**config.mk**
```make
export PLATFORM = sky130hd
export DESIGN_NAME = mostrador_scan_ctrl_flat
export DESIGN_NICKNAME = d
export VERILOG_FILES = /design/src/rtl/mostrador_scan_ctrl_pkg.sv /design/src/rtl/mostrador_scan_ctrl_if.sv /design/src/rtl/mostrador_glyph.sv /design/src/rtl/mostrador_scan_ctrl.sv /design/src/flat_wrapper.sv
export SDC_FILE = /design/constraint.sdc
export NUM_CORES = 1
export LEC_CHECK = 0
export CAP_MARGIN = 10
export CORE_MARGIN = 8
export CORE_UTILIZATION = 50
export CTS_CLUSTER_DIAMETER = 100
export CTS_CLUSTER_SIZE = 25
export DETAILED_ROUTE_END_ITERATION = 12
export PLACE_DENSITY = 0.81
export SETUP_SLACK_MARGIN = 0.1
export SLEW_MARGIN = 20
export SYNTH_ARGS = -nofsm -noshare
export SYNTH_HDL_FRONTEND = slang
export SYNTH_SLANG_ARGS = --single-unit
```
**constraint.sdc**
```tcl
create_clock -name clk -period 3.95 [get_ports clk]
set_input_delay 0.79 -clock clk [delete_from_list [all_inputs] [get_ports clk]]
set_output_delay 0.79 -clock clk [all_outputs]
set_load 0.02 [all_outputs]
```
**src/rtl/mostrador_scan_ctrl_pkg.sv**
```systemverilog
// Shared types, glyph constants and default timing for the display scan controller.
package mostrador_scan_ctrl_pkg;

    localparam int unsigned ScanDivDefault    = 50000;
    localparam int unsigned ViewFramesDefault = 500;

    typedef enum logic {
        VIEW_NIVEL = 1'b0,
        VIEW_REGA  = 1'b1
    } view_state_e;

    typedef enum logic [3:0] {
        CharZero,
        CharOne,
        CharTwo,
        CharThree,
        CharErr,
        CharL,
        CharR,
        CharDash,
        CharBlank
    } char_e;

    // Active-low segments, bit0 = a ... bit6 = g.
    localparam logic [6:0] GlyphZero  = 7'b1000000;
    localparam logic [6:0] GlyphOne   = 7'b1111001;
    localparam logic [6:0] GlyphTwo   = 7'b0100100;
    localparam logic [6:0] GlyphThree = 7'b0110000;
    localparam logic [6:0] GlyphErr   = 7'b0000110;
    localparam logic [6:0] GlyphL     = 7'b1000111;
    localparam logic [6:0] GlyphR     = 7'b0101111;
    localparam logic [6:0] GlyphDash  = 7'b0111111;
    localparam logic [6:0] GlyphBlank = 7'b1111111;

    // Flags frozen for the duration of one frame.
    typedef struct packed {
        logic erro;
        logic nv_critico;
        logic nv_baixo;
        logic nv_medio;
        logic nv_alto;
        logic vs;
        logic bs;
    } snap_t;

    typedef struct packed {
        snap_t flags;
        logic  auto_en;
        logic  sd;
    } sync_t;

    // Level digit: error wins, then the lowest level reported.
    function automatic char_e level_char(snap_t s);
        char_e c;
        if (s.erro)            c = CharErr;
        else if (s.nv_critico) c = CharZero;
        else if (s.nv_baixo)   c = CharOne;
        else if (s.nv_medio)   c = CharTwo;
        else if (s.nv_alto)    c = CharThree;
        else                   c = CharDash;
        return c;
    endfunction

    // Irrigation digit: {vs,bs} read as a binary number.
    function automatic char_e irr_char(snap_t s);
        char_e c;
        case ({s.vs, s.bs})
            2'b00:   c = CharZero;
            2'b01:   c = CharOne;
            2'b10:   c = CharTwo;
            default: c = CharThree;
        endcase
        return c;
    endfunction

endpackage

```
**src/rtl/mostrador_scan_ctrl_if.sv**
```systemverilog
// Sensor/control inputs and display drive outputs of the scan controller.
interface mostrador_scan_ctrl_if;

    logic       nv_critico;
    logic       nv_baixo;
    logic       nv_medio;
    logic       nv_alto;
    logic       erro;
    logic       bs;
    logic       vs;
    logic       auto_en;
    logic       sd;
    logic [6:0] segs;
    logic [3:0] seg_d;
    logic       view;

    modport master (
        output nv_critico, nv_baixo, nv_medio, nv_alto, erro, bs, vs, auto_en, sd,
        input  segs, seg_d, view
    );

    modport slave (
        input  nv_critico, nv_baixo, nv_medio, nv_alto, erro, bs, vs, auto_en, sd,
        output segs, seg_d, view
    );

endinterface

```
**src/rtl/mostrador_glyph.sv**
```systemverilog
// Character code to active-low 7-segment pattern.
module mostrador_glyph
    import mostrador_scan_ctrl_pkg::*;
(
    input  char_e      char_i,
    output logic [6:0] segs_o
);

    // Pure lookup; unknown codes show blank.
    always_comb begin
        segs_o = GlyphBlank;
        case (char_i)
            CharZero:  segs_o = GlyphZero;
            CharOne:   segs_o = GlyphOne;
            CharTwo:   segs_o = GlyphTwo;
            CharThree: segs_o = GlyphThree;
            CharErr:   segs_o = GlyphErr;
            CharL:     segs_o = GlyphL;
            CharR:     segs_o = GlyphR;
            CharDash:  segs_o = GlyphDash;
            default:   segs_o = GlyphBlank;
        endcase
    end

endmodule

```
**src/rtl/mostrador_scan_ctrl.sv**
```systemverilog
// Four-digit multiplexed display controller: scans D1..D4, alternates between
// level and irrigation views at frame boundaries, blanks the first cycle of
// every slot to avoid ghosting.
module mostrador_scan_ctrl
    import mostrador_scan_ctrl_pkg::*;
#(
    parameter int unsigned SCAN_DIV    = ScanDivDefault,
    parameter int unsigned VIEW_FRAMES = ViewFramesDefault
) (
    input logic                  clk,
    input logic                  rst_n,
    mostrador_scan_ctrl_if.slave disp
);

    localparam int unsigned CntW = $clog2(SCAN_DIV);
    localparam int unsigned FrmW = (VIEW_FRAMES > 1) ? $clog2(VIEW_FRAMES) : 1;
    localparam logic [CntW-1:0] SlotLast = CntW'(SCAN_DIV - 1);
    localparam logic [FrmW-1:0] FrmLast  = FrmW'(VIEW_FRAMES - 1);

    sync_t             raw;
    sync_t             sync1_q, sync2_q;
    logic [CntW-1:0]   slot_cnt_q, slot_cnt_d;
    logic [1:0]        dig_q, dig_d;
    view_state_e       state_q, state_d;
    logic [FrmW-1:0]   frm_cnt_q, frm_cnt_d;
    logic              auto_run_q, auto_run_d;
    snap_t             snap_q, snap_d;
    logic              frame_start;
    char_e             char_sel;
    logic [6:0]        glyph_segs;
    logic [6:0]        segs_q, segs_d;
    logic [3:0]        seg_en_q, seg_en_d;

    // Gather the asynchronous inputs into one vector for synchronization.
    always_comb begin
        raw.flags.erro       = disp.erro;
        raw.flags.nv_critico = disp.nv_critico;
        raw.flags.nv_baixo   = disp.nv_baixo;
        raw.flags.nv_medio   = disp.nv_medio;
        raw.flags.nv_alto    = disp.nv_alto;
        raw.flags.vs         = disp.vs;
        raw.flags.bs         = disp.bs;
        raw.auto_en          = disp.auto_en;
        raw.sd               = disp.sd;
    end

    // Two-flop synchronizer for every asynchronous input.
    always_ff @(posedge clk or negedge rst_n) begin
        if (!rst_n) begin
            sync1_q <= '0;
            sync2_q <= '0;
        end else begin
            sync1_q <= raw;
            sync2_q <= sync1_q;
        end
    end

    // Slot counter and digit index; slot count 0 is the blank cycle.
    always_comb begin
        slot_cnt_d = slot_cnt_q + 1'b1;
        dig_d      = dig_q;
        if (slot_cnt_q == SlotLast) begin
            slot_cnt_d = '0;
            dig_d      = dig_q + 2'd1;
        end
    end

    assign frame_start = (slot_cnt_q == '0) && (dig_q == 2'd0);

    // View FSM next state: decided only on the frame's blank D1 cycle.
    always_comb begin
        state_d    = state_q;
        frm_cnt_d  = frm_cnt_q;
        auto_run_d = auto_run_q;
        snap_d     = snap_q;
        if (frame_start) begin
            snap_d     = sync2_q.flags;
            auto_run_d = sync2_q.auto_en;
            if (sync2_q.flags.erro) begin
                state_d   = VIEW_NIVEL;
                frm_cnt_d = '0;
            end else if (!sync2_q.auto_en) begin
                state_d   = sync2_q.sd ? VIEW_REGA : VIEW_NIVEL;
                frm_cnt_d = '0;
            end else if (!auto_run_q) begin
                // First automatic frame: the frame just ended was not counted.
                frm_cnt_d = '0;
            end else if (frm_cnt_q == FrmLast) begin
                state_d   = (state_q == VIEW_NIVEL) ? VIEW_REGA : VIEW_NIVEL;
                frm_cnt_d = '0;
            end else begin
                frm_cnt_d = frm_cnt_q + 1'b1;
            end
        end
    end

    // Scan counters, view state and frame snapshot.
    always_ff @(posedge clk or negedge rst_n) begin
        if (!rst_n) begin
            slot_cnt_q <= '0;
            dig_q      <= 2'd0;
            state_q    <= VIEW_NIVEL;
            frm_cnt_q  <= '0;
            auto_run_q <= 1'b0;
            snap_q     <= '0;
        end else begin
            slot_cnt_q <= slot_cnt_d;
            dig_q      <= dig_d;
            state_q    <= state_d;
            frm_cnt_q  <= frm_cnt_d;
            auto_run_q <= auto_run_d;
            snap_q     <= snap_d;
        end
    end

    // Character for the digit that will be shown next cycle.
    always_comb begin
        char_sel = CharBlank;
        case (dig_d)
            2'd0:    char_sel = (state_d == VIEW_REGA) ? CharR : CharL;
            2'd3:    char_sel = (state_d == VIEW_REGA) ? irr_char(snap_d) : level_char(snap_d);
            default: char_sel = CharBlank;
        endcase
    end

    mostrador_glyph u_glyph (
        .char_i (char_sel),
        .segs_o (glyph_segs)
    );

    // Output next values are built from next counters so the flops line up with the scan.
    always_comb begin
        segs_d   = glyph_segs;
        seg_en_d = ~(4'b0001 << dig_d);
        if (slot_cnt_d == '0) begin
            segs_d   = GlyphBlank;
            seg_en_d = 4'b1111;
        end
    end

    // Registered display drive.
    always_ff @(posedge clk or negedge rst_n) begin
        if (!rst_n) begin
            segs_q   <= GlyphBlank;
            seg_en_q <= 4'b1111;
        end else begin
            segs_q   <= segs_d;
            seg_en_q <= seg_en_d;
        end
    end

    assign disp.segs  = segs_q;
    assign disp.seg_d = seg_en_q;
    assign disp.view  = (state_q == VIEW_REGA);

endmodule
```
**src/flat_wrapper.sv**
```systemverilog
// flat-port wrapper written by rule: the top's interface ports become plain ports
module mostrador_scan_ctrl_flat import mostrador_scan_ctrl_pkg::*;
#(
    parameter int unsigned SCAN_DIV    = ScanDivDefault,
    parameter int unsigned VIEW_FRAMES = ViewFramesDefault
)
  (clk, rst_n, disp_nv_critico, disp_nv_baixo, disp_nv_medio, disp_nv_alto, disp_erro, disp_bs, disp_vs, disp_auto_en, disp_sd, disp_segs, disp_seg_d, disp_view);
  mostrador_scan_ctrl_if disp_i ();
  input logic clk;
  input logic rst_n;
  input wire logic [$bits(disp_i.nv_critico)-1:0] disp_nv_critico;
  input wire logic [$bits(disp_i.nv_baixo)-1:0] disp_nv_baixo;
  input wire logic [$bits(disp_i.nv_medio)-1:0] disp_nv_medio;
  input wire logic [$bits(disp_i.nv_alto)-1:0] disp_nv_alto;
  input wire logic [$bits(disp_i.erro)-1:0] disp_erro;
  input wire logic [$bits(disp_i.bs)-1:0] disp_bs;
  input wire logic [$bits(disp_i.vs)-1:0] disp_vs;
  input wire logic [$bits(disp_i.auto_en)-1:0] disp_auto_en;
  input wire logic [$bits(disp_i.sd)-1:0] disp_sd;
  output wire logic [$bits(disp_i.segs)-1:0] disp_segs;
  output wire logic [$bits(disp_i.seg_d)-1:0] disp_seg_d;
  output wire logic [$bits(disp_i.view)-1:0] disp_view;
  assign disp_i.nv_critico = disp_nv_critico;
  assign disp_i.nv_baixo = disp_nv_baixo;
  assign disp_i.nv_medio = disp_nv_medio;
  assign disp_i.nv_alto = disp_nv_alto;
  assign disp_i.erro = disp_erro;
  assign disp_i.bs = disp_bs;
  assign disp_i.vs = disp_vs;
  assign disp_i.auto_en = disp_auto_en;
  assign disp_i.sd = disp_sd;
  assign disp_segs = disp_i.segs;
  assign disp_seg_d = disp_i.seg_d;
  assign disp_view = disp_i.view;
  mostrador_scan_ctrl #(.SCAN_DIV(SCAN_DIV), .VIEW_FRAMES(VIEW_FRAMES)) u_core (.clk(clk), .rst_n(rst_n), .disp(disp_i));
endmodule
```
## Word level (Yosys, flattened, before mapping)

Memories as Yosys holds them, arrays and structs flattened.
Index checks and enable logic that the tools add are counted.

- Flip-flop bits (word level): 65
- Memory bits (read-only): 56
- Input bits: 11
- Output and inout port bits: 12
- Word-level logic and storage cells: 75
- Memories: 1

- $add $sub $neg: 3
- Equality and inequality tests: 5
- Shifts and indexed selects: 1
- Multiplexer cells: 26
- Bitwise operators: 1
- Reduce and logical (&&, ||, !) cells: 6

Memories:

| memory | words | bits a word | read ports | clocked after Yosys merged registers in | write ports | RTL line | source |
|---|---|---|---|---|---|---|---|
| (no name shown) | 8 | 7 | 1 | 0 | 0 | mostrador_glyph.sv:12 | `case (char_i)` |

Operators with widths:

| kind | count |
|---|---|
| 9-bit 2-to-1 mux | 4 |
| 16-bit zero test | 2 |
| 4-bit 2-to-1 mux | 6 |
| 7-bit 2-to-1 mux | 3 |
| 16-bit by 1-bit adder with 16-bit output, second input constant | 1 |
| 16-bit == test, second input constant | 1 |
| 16-bit 2-to-1 mux | 1 |
| 9-bit by 1-bit adder with 9-bit output, second input constant | 1 |
| 9-bit == test, second input constant | 1 |
| 4-bit one-hot mux with 2 select lines | 1 |
| 1-bit 2-to-1 mux | 7 |
| 2-bit zero test | 3 |
| 2-bit one-hot mux with 3 select lines | 1 |
| 2-bit == test, second input constant | 2 |
| 2-bit 2-to-1 mux | 2 |
| 4-bit NOT | 1 |
| 1-bit by 2-bit left shift with 4-bit output, first input constant | 1 |
| 3-bit 2-to-1 mux | 1 |
| 2-bit by 1-bit adder with 2-bit output, second input constant | 1 |
| 2-bit by 1-bit == test with 1-bit output, second input constant | 1 |
| 1-bit logical AND | 1 |

## Depth between registers and ports, before layout

Gate-level depths: netlist of run 1.
An unclocked memory read counts as a cell.

- Depth after elaboration: 13
- Depth in mapped cells: 14
- Depth with buffers taken out: 12

## By module

From an unflattened synthesis of run 1, not the netlist that was laid out.

- Cells, all modules: 284
- Area, all modules: 3004.1 µm²

By module, submodules not included:

| module | instances | cells each | area each (µm²) | seq. area each (µm²) |
|---|---|---|---|---|
| mostrador_scan_ctrl | 1 | 271 | 2927.8 | 1640.3 |
| mostrador_glyph | 1 | 13 | 76.3 | 0.0 |

## Worst setup path before layout of run 1

No wires, ideal clock.

- Path kind: register -> register
- From: reg u_core.slot_cnt_q[11]
- To: reg u_core.segs_q[3] (netlist: u_core.disp.segs[3])
- Library setup time: 0.075 ns
- Data arrival time: 2.751 ns
- Data required time: 3.875 ns
- Slack: 1.125 ns
- Stages on the path, launching flop included: 13
- Path buffers: 1
- Clock period less this slack: 2.825 ns
- Path through: dfrtp_1 > nor4_4 > nand4_1 > nor2_1 > clkbuf_1 > a21o_1 > inv_1 > ha_1 > inv_1 > a21oi_1 > a31o_2 > or2_2 > o211ai_2

- Elaborated cells between the ends (all ways): 26
- Classes of those cells: add/sub: 1; eq/ne: 4; mux: 15; reduce/logical: 5; memory: 1

RTL lines:

| element | RTL line | source |
|---|---|---|
| start: declaration | mostrador_scan_ctrl.sv:22 | `logic [CntW-1:0] slot_cnt_q, slot_cnt_d;` |
| start signal: assignment | mostrador_scan_ctrl.sv:107 | `slot_cnt_q <= slot_cnt_d;` |
| 16-bit == test (*) | mostrador_scan_ctrl.sv:62 | `if (slot_cnt_q == SlotLast) begin` |
| 2-bit 2-to-1 mux (*) | mostrador_scan_ctrl.sv:62 |  |
| net u_core.dig_d[1] | mostrador_scan_ctrl.sv:23 | `logic [1:0] dig_q, dig_d;` |
| 2-bit == test or 2-bit zero test (tied branches) | mostrador_scan_ctrl.sv:119 | `case (dig_d)` |
| 4-bit one-hot mux with 2 select lines (*) | mostrador_scan_ctrl.sv:119 |  |
| memory read 8 x 7 bit | -- |  |
| 7-bit 2-to-1 mux (*) | mostrador_glyph.sv:12 |  |
| 7-bit 2-to-1 mux (*) | mostrador_scan_ctrl.sv:135 | `if (slot_cnt_d == '0) begin` |
| net u_core.segs_d[3] | mostrador_scan_ctrl.sv:31 | `logic [6:0] segs_q, segs_d;` |
| end signal: assignment | mostrador_scan_ctrl.sv:144 | `segs_q <= GlyphBlank;` |
| end signal: assignment | mostrador_scan_ctrl.sv:147 | `segs_q <= segs_d;` |
| end: declaration | mostrador_scan_ctrl.sv:31 |  |

The timed path passes the listed nets; every way through them passes the cells marked *.
A chain may end at the register's enable or synchronous reset.

## Worst setup path in the final report of run 1

Same ends and word-level chain as after synthesis.

==> impl_results.md, run 1 <==
- Netlist Area Pre-Place: approximately 3100 µm²
- CP Max Fanout: 7
- Via density: roughly 5.6
- RSZ-0062 raised after global routing: false
- Most common cell in the netlist: dfrtp_1
- Internal Pwr Total: 1.11 mW
- Largest net degree at the start of global routing: 36
- Critical Path, Cell by Cell: nor4_4 > nand4_1 > nor2_1 > a21o_1 > inv_1 > ha_1 > inv_1 > a21oi_1 > a31o_2 > or2_2 > o211ai_2
- Final hold vios: 0
- Main synth FF type: dfrtp_1
- Final Util: roughly three fifths
- Initial DRC Count: around 160
- Peak Freq: about 0.34 GHz
- Rel. slew slack: between 50% and 60%
- Resize count post-CTS: 0
- Cell Pwr Density: approximately 380 nW/µm²
- Worst clock skew: between 7 and 8 ps
- Crit Path Category: flop to flop
- Multi-input logic area: 1380 µm²
- Setup_tns: 0 ps
- Worst min path class: flop to flop
- Crit path largest cell delay: approximately 480 ps
- Starting density of the core: between 50% and 60%
- Worst-path clk slew: 70 ps
- Post-place setup slack: between 900 and 1000 ps
- CTS tree: yes
- Iteration count of the initial detailed-routing pass: 4
- Placement Rows: 28
- Worst Path Buf+Inv: 2
- Fillers: 495
- PortBufs: 22
- Dpl cell area: 3400 µm²
- Post-synth top area share: 43.5%
- Routed Antenna Nets: 0
- Number of global-route vias before repair: between 2000 and 2500
- Post-CTS Hold Fix Bufs: 0
- Area grow syn2layout: 17.3%
- Die area: 8980 µm²
- Sequential group share of total power: between 40% and 50%
- Crit path max-delay cell type: dfrtp_1
- Ports: 23
- First-pass GRT wire length: 10300 µm
- Leakage Power: around 1.6 nW
- EDFF count, synth: 0
- Ant diodes: 0
- Fin worst setup slack: ~970 ps
- Total gr overflow: 0
- Layout cell share with drive strength beyond 1: 14.2%
- Hpwl dp: about 4200 µm
- Worst-Skew Late Latency: 350 ps
- H-tree depth: 3
- Clock Tree Buf Depth: 2
- Via count: between 2000 and 2500
- CTS Buf Count: 9
- CTS sink count: 65
- Slew @ Worst Pin: roughly 700 ps
- Final Cycle Share: 75.5%
- Critical Path AT: about 3300 ps
- Nature of the critical path endpoint: flop
- Instance count of the mapped netlist: just under 300
- Antenna violations before repair: 0
- Final instance area: 3640 µm²
- CTS Root Cell: clkbuf_8
- Max VDD drop: between 0.2 and 0.3 mV
- Final Setup Violations: 0
- Core Box Area: 5960 µm²
- Worst setup SP type: flop
- Net count after synthesis: roughly 320
- Combinational share of power: under 10%
- Net Switching: 0.280 mW
- Cell taking the most area after synthesis: dfrtp_1
- Crit path max-delay family: simple AND/OR/NAND/NOR gates
- Die W: between 90 and 100 µm
- Period minus WS final: between 2000 and 3000 ps
- Chip height: 94.8 µm
- Final nets: 345
- Critical Path RT: about 4200 ps
- Max-cap violations: 0
- Crit-path most repeated cell: inv_1
- GR Util All Layers: ~15%
- Asr flop ratio synth: 100%
- Postcts setup bufs: 0
- Mean Syn Cell Area: approximately 10 µm²
- Synthesized flop and latch total: 65
- R2R Setup Slk: between 900 and 1000 ps
- Top cells by instance count after synthesis: 54 x dfrtp_1, 35 x nand2_1, 21 x o21ai_0
- Final Max Slew Viols: 0
- Clk pwr share: between 40% and 50%
- Drt wl/cell: between 10 and 15 µm
- Status: completed
- DRC Markers: 0
- Storage element area: ~1600 µm²
- Unique masters post-synth: between 50 and 60
- Gpl congestion: between 0.8 and 0.9
- Top cells by area, synth: dfrtp_1 44%, dfstp_2 9.3%, nand2_1 4.2%, o21ai_0 3.4%, ha_1 3.2%
- Overall power: 1.39 mW
- Yosys warns: 0
- Seq/Total Area, Yosys: about 53%
- Switching Share: 20.2%
- Detailed Route WL: slightly below 6000 µm
[cells by family (layout without fill, tap and decap cells)]
family,after synthesis,after routing,share of synthesized area [%]
flip-flops,65,65,52.9
XOR/XNOR,17,17,4.80
multiplexers,4,4,1.41
adder cells (fa/ha/maj),8,8,3.23
buffers and inverters,21,54,2.70
AO/OA/AOI/OAI,57,57,12.7
AND/OR/NAND/NOR,126,126,22.3
[stage by stage]
step                cells  hold WS [ps]
floorplan             298           331
global placement      390           332
detailed placement    390           336
CTS                   406           352
global route          406           353
finish                406           350
[sequential cells by signal, indices dropped and copies added (netlist names)]
| register | count |
|---|---|
| u_core.slot_cnt_q | 16 |
| u_core.frm_cnt_q | 9 |
| u_core.sync1_q | 9 |
| u_core.sync2_q | 9 |
| u_core.disp.segs | 7 |
| u_core.snap_q | 7 |
| u_core.disp.seg_d | 4 |
| u_core.dig_q | 2 |
| u_core.auto_run_q | 1 |
| u_core.disp.view | 1 |
[cell type report]
| cell class | instances | share of cell area (%) |
|---|---|---|
| repair buffers | 25 | 6.53 |
| well taps | 75 | 2.58 |
| inverters | 13 | 1.34 |
| clock buffers | 9 | 3.40 |
| flip-flops and latches | 65 | 45.1 |
| clock inverters | 7 | 3.23 |
| multi-input cells | 212 | 37.9 |
[power by group through the flow]
stage / registers, mW / logic [mW] / clock network [mW]
after global placement: 0.691 / 0.0259 / 0
after global routing: 0.680 / 0.0296 / 0.728
after floorplan: 0.690 / 0.00298 / 0
after CTS: 0.679 / 0.0266 / 0.699
after detailed placement: 0.692 / 0.0265 / 0
final: 0.679 / 0.0252 / 0.681
[final timing paths]
kind	from	to	cells after the start
min reg2reg	u_core.sync1_q[2]	u_core.sync2_q[2]	0
max reg2reg	u_core.slot_cnt_q[11]	u_core.disp.segs[3]	11
min in group asynchronous	rst_n	u_core.sync1_q[6]	1
min	u_core.sync1_q[2]	u_core.sync2_q[2]	0
max	u_core.slot_cnt_q[11]	u_core.disp.segs[3]	11
max in group asynchronous	rst_n	u_core.disp.seg_d[3]	2
[per-layer routing]
metal	global-route usage (%)	wire length [µm]	vias to the layer above
met2	22.4	2720	51
li1	-	-	1114
met5	0	0	-
met3	3.73	248	8
met4	8.71	130	0
met1	18.9	2810	1085
[cells in the final DEF, fill, tap and decap left out, types with 4 or more instances in the layout]
cell / netlist / layout
a21oi_1: 7 / 7
and3_1: 10 / 10
and4_1: 4 / 4
clkbuf_8: 0 / 9
clkdlybuf4s50_1: 0 / 21
dfrtp_1: 54 / 54
dfstp_2: 11 / 11
ha_1: 8 / 8
inv_1: 13 / 13
nand2_1: 35 / 35
nand3_1: 19 / 19
nand4_1: 4 / 4
nor2_1: 19 / 19
nor2b_1: 5 / 5
nor3_1: 7 / 7
o21ai_0: 21 / 21
o31ai_1: 5 / 5
xnor2_1: 11 / 11
xor2_1: 6 / 6
Note: power is estimated with default switching activity, not from simulation.
==> run 2, diff against run 1 <==
--- a/config.mk
+++ b/config.mk
@@ -11,7 +11,7 @@
 export CTS_CLUSTER_DIAMETER = 100
 export CTS_CLUSTER_SIZE = 25
 export DETAILED_ROUTE_END_ITERATION = 12
-export PLACE_DENSITY = 0.81
+export PLACE_DENSITY = 0.83
 export SETUP_SLACK_MARGIN = 0.1
 export SLEW_MARGIN = 20
 export SYNTH_ARGS = -nofsm -noshare
==> constraint.sdc (replaced) <==
create_clock -name clk -period 2.65 [get_ports clk]
set_input_delay 0.53 -clock clk [delete_from_list [all_inputs] [get_ports clk]]
set_output_delay 0.53 -clock clk [all_outputs]
set_load 0.02 [all_outputs]
==> run 2 against run 1 <==
  * Sequential share of layout area decreased by 3.9 points
  * Global-route usage increased by 0.65 points
  * First-iteration DRC count increased by 1.9%
  * Hold slack got worse by 120 ps
  * Count of clock-buffer cells in the layout increased by 3
  * Non-clock buffer count increased by 28
  * Worst setup slack got worse by 880 ps
  * Die area unchanged
  * Cell count increased by 6.9%
  * Largest cell class unchanged
==> impl_results.md, run 2 (synthesis results as in run 1) <==
- Placement Rows: 28
- Most frequent cells in the layout: 51 x dfrtp_1, 34 x nand2_1, 30 x buf_4
- Final Setup Violations: 0
- H-tree depth: 3
- R2R Path End: u_core.disp.segs[3]
- R2R Setup Slk: 90 ps
- Setup_tns: 0 ps
- CTS sink count: 65
- Critical Path RT: just under 3000 ps
- CTS Buf Count: 9
- Initial DRC Count: between 150 and 200
- Combinational share of power: roughly 2.1%
- Antenna violations before repair: 0
- Most common cell after layout, fill and taps aside: dfrtp_1
- Ant diodes: 0
- Crit path largest cell delay: slightly above 500 ps
- Worst setup SP type: flop
- CTS Root Cell: clkbuf_8
- Net Switching: between 0.3 and 0.4 mW
- Fin worst setup slack: ~90 ps
- Most flop-heavy register: u_core.slot_cnt_q
- Switching Share: between 20% and 30%
- Max VDD drop: 0.277 mV
- Nature of the critical path endpoint: flop
- Largest net degree at the start of global routing: 36
- Core Box Area: ~6000 µm²
- Layout cell share with drive strength beyond 1: 29.0%
- Total gr overflow: 0
- Worst Path Buf+Inv: 2
- Number of global-route vias before repair: approximately 2300
- Via density: 5.58
- Hpwl dp: 4600 µm
- Final Util: 67.1%
- Slew @ Worst Pin: roughly 700 ps
- First-pass GRT wire length: around 11000 µm
- Max reg flops: 16
- Chip height: approximately 95 µm
- Die W: approximately 95 µm
- Crit Path Category: flop to flop
- Worst-path clk slew: 70 ps
- Final Cycle Share: a little over nine tenths
- Starting density of the core: 52.1%
- CTS tree: yes
- Final Max Slew Viols: 0
- Max-cap violations: 0
- Area grow syn2layout: 28.7%
- WHS: around 230 ps
- Ports: 23
- Clk pwr share: 44.9%
- Critical Path AT: ~2800 ps
- GR Util All Layers: 15.5%
- Final instance area: between 3000 and 4000 µm²
- Clock Tree Buf Depth: 2
- Detailed Route WL: approximately 6500 µm
- Iteration count of the initial detailed-routing pass: 4
- CP Max Fanout: 6
- Status: completed
- Routed Antenna Nets: 0
- Final nets: about 370
- Internal Pwr Total: around 1.5 mW
- Die area: between 8000 and 9000 µm²
- RSZ-0062 raised after global routing: true
- Reg-to-reg critical path startpoint: u_core.slot_cnt_q[0]
- Gpl congestion: approximately 0.87
- Worst reg2reg path depth: 10
- Worst clock skew: around 13 ps
- DP Cell Count: 414
- Via count: about 2400
- Cell Pwr Density: ~480 nW/µm²
- Crit path max-delay family: simple AND/OR/NAND/NOR gates
- Period minus WS final: about 2600 ps
- Rel. slew slack: 53.2%
- Critical Path, Cell by Cell: inv_2 > ha_1 > nor4b_4 > nand3_2 > or4_4 > buf_4 > a221o_1 > o311ai_4 > nand3_4 > o211ai_2
- Post-place setup slack: around 5.0 ps
- Leakage Power: around 1.8 nW
- Overall power: ~1.9 mW
- PortBufs: 22
- DRC Markers: 0
- Post-CTS Hold Fix Bufs: 0
- Crit path max-delay cell type: or4_4
- Non-Filler Instances: about 430
- Peak Freq: a little under 0.4 GHz
- Sequential group share of total power: 53.0%
- Worst-Skew Late Latency: approximately 350 ps
- Worst min path class: input port to async pin
- Final hold vios: 0
- Drt wl/cell: approximately 15 µm
- Dpl cell area: 3640 µm²
run 2: timing repair:
item	4_1_cts	5_1_grt
resized for setup	7	20
setup endpoints to repair	7	11
setup buffers	0	4
pin swaps	0	9
run 2: layout make-up:
class / instances / area (µm²)
Fill cell: 452 / 1960
Clock buffer: 12 / 155
Multi-Input combinational cell: 212 / 1540
Tap cell: 75 / 93.8
Clock inverter: 4 / 51.3
Sequential cell: 65 / 1640
Timing Repair Buffer: 53 / 460
Inverter: 13 / 51.3
run 2: per-layer routing:
| layer | wire (µm) | vias up | global-route usage (%) |
|---|---|---|---|
| met1 | 2860 | 1183 | 19.9 |
| li1 | - | 1170 | - |
| met4 | 106 | 0 | 7.15 |
| met2 | 3170 | 57 | 24.0 |
| met3 | 337 | 10 | 3.89 |
| met5 | 0 | - | 0 |
run 2: power groups by stage:
stage | registers [mW] | logic (mW) | clock network (mW)
after global placement | 1.03 | 0.0412 | 0
after global routing | 1.01 | 0.0468 | 0.926
final | 1.01 | 0.0398 | 0.857
after floorplan | 1.03 | 0.00445 | 0
after CTS | 1.01 | 0.0418 | 0.878
after detailed placement | 1.03 | 0.0417 | 0
run 2: how the worst max path moves through the flow:
stage / startpoint / endpoint / slack (ps) / cells after the start
2_1_floorplan: u_core.slot_cnt_q[5] / u_core.disp.segs[3] / 50 / 13
5_1_grt: u_core.slot_cnt_q[11] / u_core.disp.segs[3] / -20 / 11
4_1_cts: u_core.slot_cnt_q[0] / u_core.disp.segs[3] / 60 / 10
6_report: u_core.slot_cnt_q[0] / u_core.disp.segs[3] / 90 / 10
3_5_place_dp: u_core.slot_cnt_q[0] / u_core.disp.segs[3] / 5 / 11
3_3_place_gp: u_core.slot_cnt_q[0] / u_core.disp.segs[3] / 90 / 10
==> run 3, diff against run 2 <==
--- a/config.mk
+++ b/config.mk
@@ -7,11 +7,11 @@
 export LEC_CHECK = 0
 export CAP_MARGIN = 10
 export CORE_MARGIN = 8
-export CORE_UTILIZATION = 50
+export CORE_UTILIZATION = 40
 export CTS_CLUSTER_DIAMETER = 100
 export CTS_CLUSTER_SIZE = 25
 export DETAILED_ROUTE_END_ITERATION = 12
-export PLACE_DENSITY = 0.83
+export PLACE_DENSITY = 0.71
 export SETUP_SLACK_MARGIN = 0.1
 export SLEW_MARGIN = 20
 export SYNTH_ARGS = -nofsm -noshare
==> run 3 against run 2 <==
  * Worst setup slack worse by 4.6 ps
  * Hold slack got worse by 41 ps
  * Critical path depth shrank 1
  * Non-clock buffer count is 6 higher
  * Cell area increased by 2.3%
  * Total power shrank 4.6%
  * Cell count increased by 7.6%
  * Global-route usage is 2.8 points lower
  * Sequential power about the same
  * First-iteration DRC count down 17%
  * Sequential share of layout area decreased by 0.98 points
==> impl_results.md, run 3 (synthesis results as in run 1) <==
- Ports: 23
- Most frequent cells in the layout: 52 x dfrtp_1, 36 x buf_4, 34 x nand2_1
- Antenna violations before repair: 0
- Chip height: 104 µm
- Critical Path AT: about 2900 ps
- Leakage Power: around 1.8 nW
- Overall power: 1.82 mW
- Max-cap violations: 0
- CTS sink count: 65
- Core Box Area: between 7000 and 8000 µm²
- Via density: around 5.2
- Critical Path, Cell by Cell: nor4_4 > nand4_1 > nor2_4 > xnor2_2 > inv_1 > ha_4 > and4_2 > or2_2 > o211ai_2
- CTS Buf Count: 9
- Largest net degree at the start of global routing: 40
- Final Util: 53.8%
- Crit Path Category: flop to flop
- GR Util All Layers: between 10% and 20%
- Max reg flops: 16
- Most flop-heavy register: u_core.slot_cnt_q
- Worst setup SP type: flop
- Final hold vios: 0
- Peak Freq: 0.390 GHz
- WHS: approximately 190 ps
- Final instance area: roughly 4100 µm²
- Final nets: approximately 380
- Die W: ~100 µm
- Area grow syn2layout: 31.8%
- H-tree depth: 3
- Ant diodes: 0
- Cell Pwr Density: between 400 and 500 nW/µm²
- Final Cycle Share: a little over nine tenths
- Initial DRC Count: approximately 130
- Starting density of the core: around two fifths
- Clock Tree Buf Depth: 2
- Detailed Route WL: 6550 µm
- Worst min path class: input port to async pin
- CTS tree: yes
- Rel. slew slack: ~58%
- Hpwl dp: around 4400 µm
- Most common cell after layout, fill and taps aside: dfrtp_1
- Final Setup Violations: 0
- PortBufs: 22
- Iteration count of the initial detailed-routing pass: 4
- Dpl cell area: ~3700 µm²
- Non-Filler Instances: 467
- RSZ-0062 raised after global routing: true
- CTS Root Cell: clkbuf_8
- Total gr overflow: 0
- Period minus WS final: about 2600 ps
- Slew @ Worst Pin: ~630 ps
- Post-CTS Hold Fix Bufs: 0
- Nature of the critical path endpoint: flop
- Worst-path clk slew: 80 ps
- Critical Path RT: just under 3000 ps
- DP Cell Count: 440
- Gpl congestion: around 0.84
- Via count: 2423
- DRC Markers: 0
- Worst-Skew Late Latency: approximately 350 ps
- Crit path largest cell delay: 410 ps
- Placement Rows: 32
- Final Max Slew Viols: 0
- First-pass GRT wire length: between 10000 and 15000 µm
- Crit path max-delay cell type: dfrtp_1
- Status: completed
- Number of global-route vias before repair: approximately 2500
- Die area: 10800 µm²
- Routed Antenna Nets: 0
- CP Max Fanout: 8
- Worst clock skew: between 6 and 7 ps
- Max VDD drop: between 0.2 and 0.3 mV
- Drt wl/cell: about 14 µm
- Layout cell share with drive strength beyond 1: a little over 30%
==> run 3: changes by cell type in the layout (fill, tap and decap cells not counted), moves of 2 or more <==
cell / before / now
inv_6: 0 / 2
buf_4: 30 / 36
nor2_2: 0 / 2
o21ai_1: 3 / 5
clkinvlp_4: 1 / 3
clkbuf_8: 11 / 9
==> run 3: path summary, 6_finish.rpt <==
path / start / endpoint / slack, ps / depth (start not counted)
worst min register to register: u_core.sync1_q[8] / u_core.sync2_q[8] / 350 / 0
worst max-delay path: u_core.slot_cnt_q[11] / u_core.disp.segs[3] / 90 / 9
worst min-delay path: rst_n / u_core.sync1_q[0] / 190 / 1
worst max register to register: u_core.slot_cnt_q[11] / u_core.disp.segs[3] / 90 / 9
max in group asynchronous: rst_n / u_core.disp.seg_d[1] / 1770 / 2
min in group clk: u_core.sync1_q[8] / u_core.sync2_q[8] / 350 / 0
==> run 3: area by class of cell <==
cell class,count,area (µm²)
repair buffers,59,505
flip-flops and latches,65,1640
clock inverters,7,53.8
fillers,671,3520
inverters,13,51.3
well taps,102,128
clock buffers,9,124
multi-input cells,212,1580
==> run 3: critical path: cells and delay by family (launching register included) <==
kind | cells | cell delay [ps]
AOI/OAI and AO/OA | 1 | 170
xor gates and xnor gates | 1 | 200
DFF | 1 | 410
and+or+nand+nor | 5 | 1300
buffers and inverters | 1 | 180
adders and majority gates | 1 | 240
==> run 3: what timing repair did <==
item                       in CTS  in global routing
buffers inserted                4                  7
resized for setup              12                 20
setup endpoints to repair      11                 11
pin swaps                       5                 10
==> run 3: per-layer routing <==
metal / vias up / global-route usage (%) / wire (µm)
met1: 1169 / 15.3 / 3010
met4: 0 / 6.20 / 164
met5: - / 0 / 0
li1: 1184 / - / -
met2: 52 / 19.9 / 3070
met3: 18 / 4.28 / 300
==> run 3: per-stage QoR <==
stage / TNS, ps / setup slack [ps]
after floorplan: 0 / 49.9
after global placement: 0 / 3.82
after detailed placement: -482 / -90.4
after CTS: 0 / 92.7
after global routing: -68.0 / -34.9
final: 0 / 85.7
==> run 3: report_power, final <==
part	internal, mW	total, mW	switching (mW)
clock	0.345	0.770	0.425
combinational	0.0173	0.0406	0.0233
sequential	1.01	1.01	0.00605
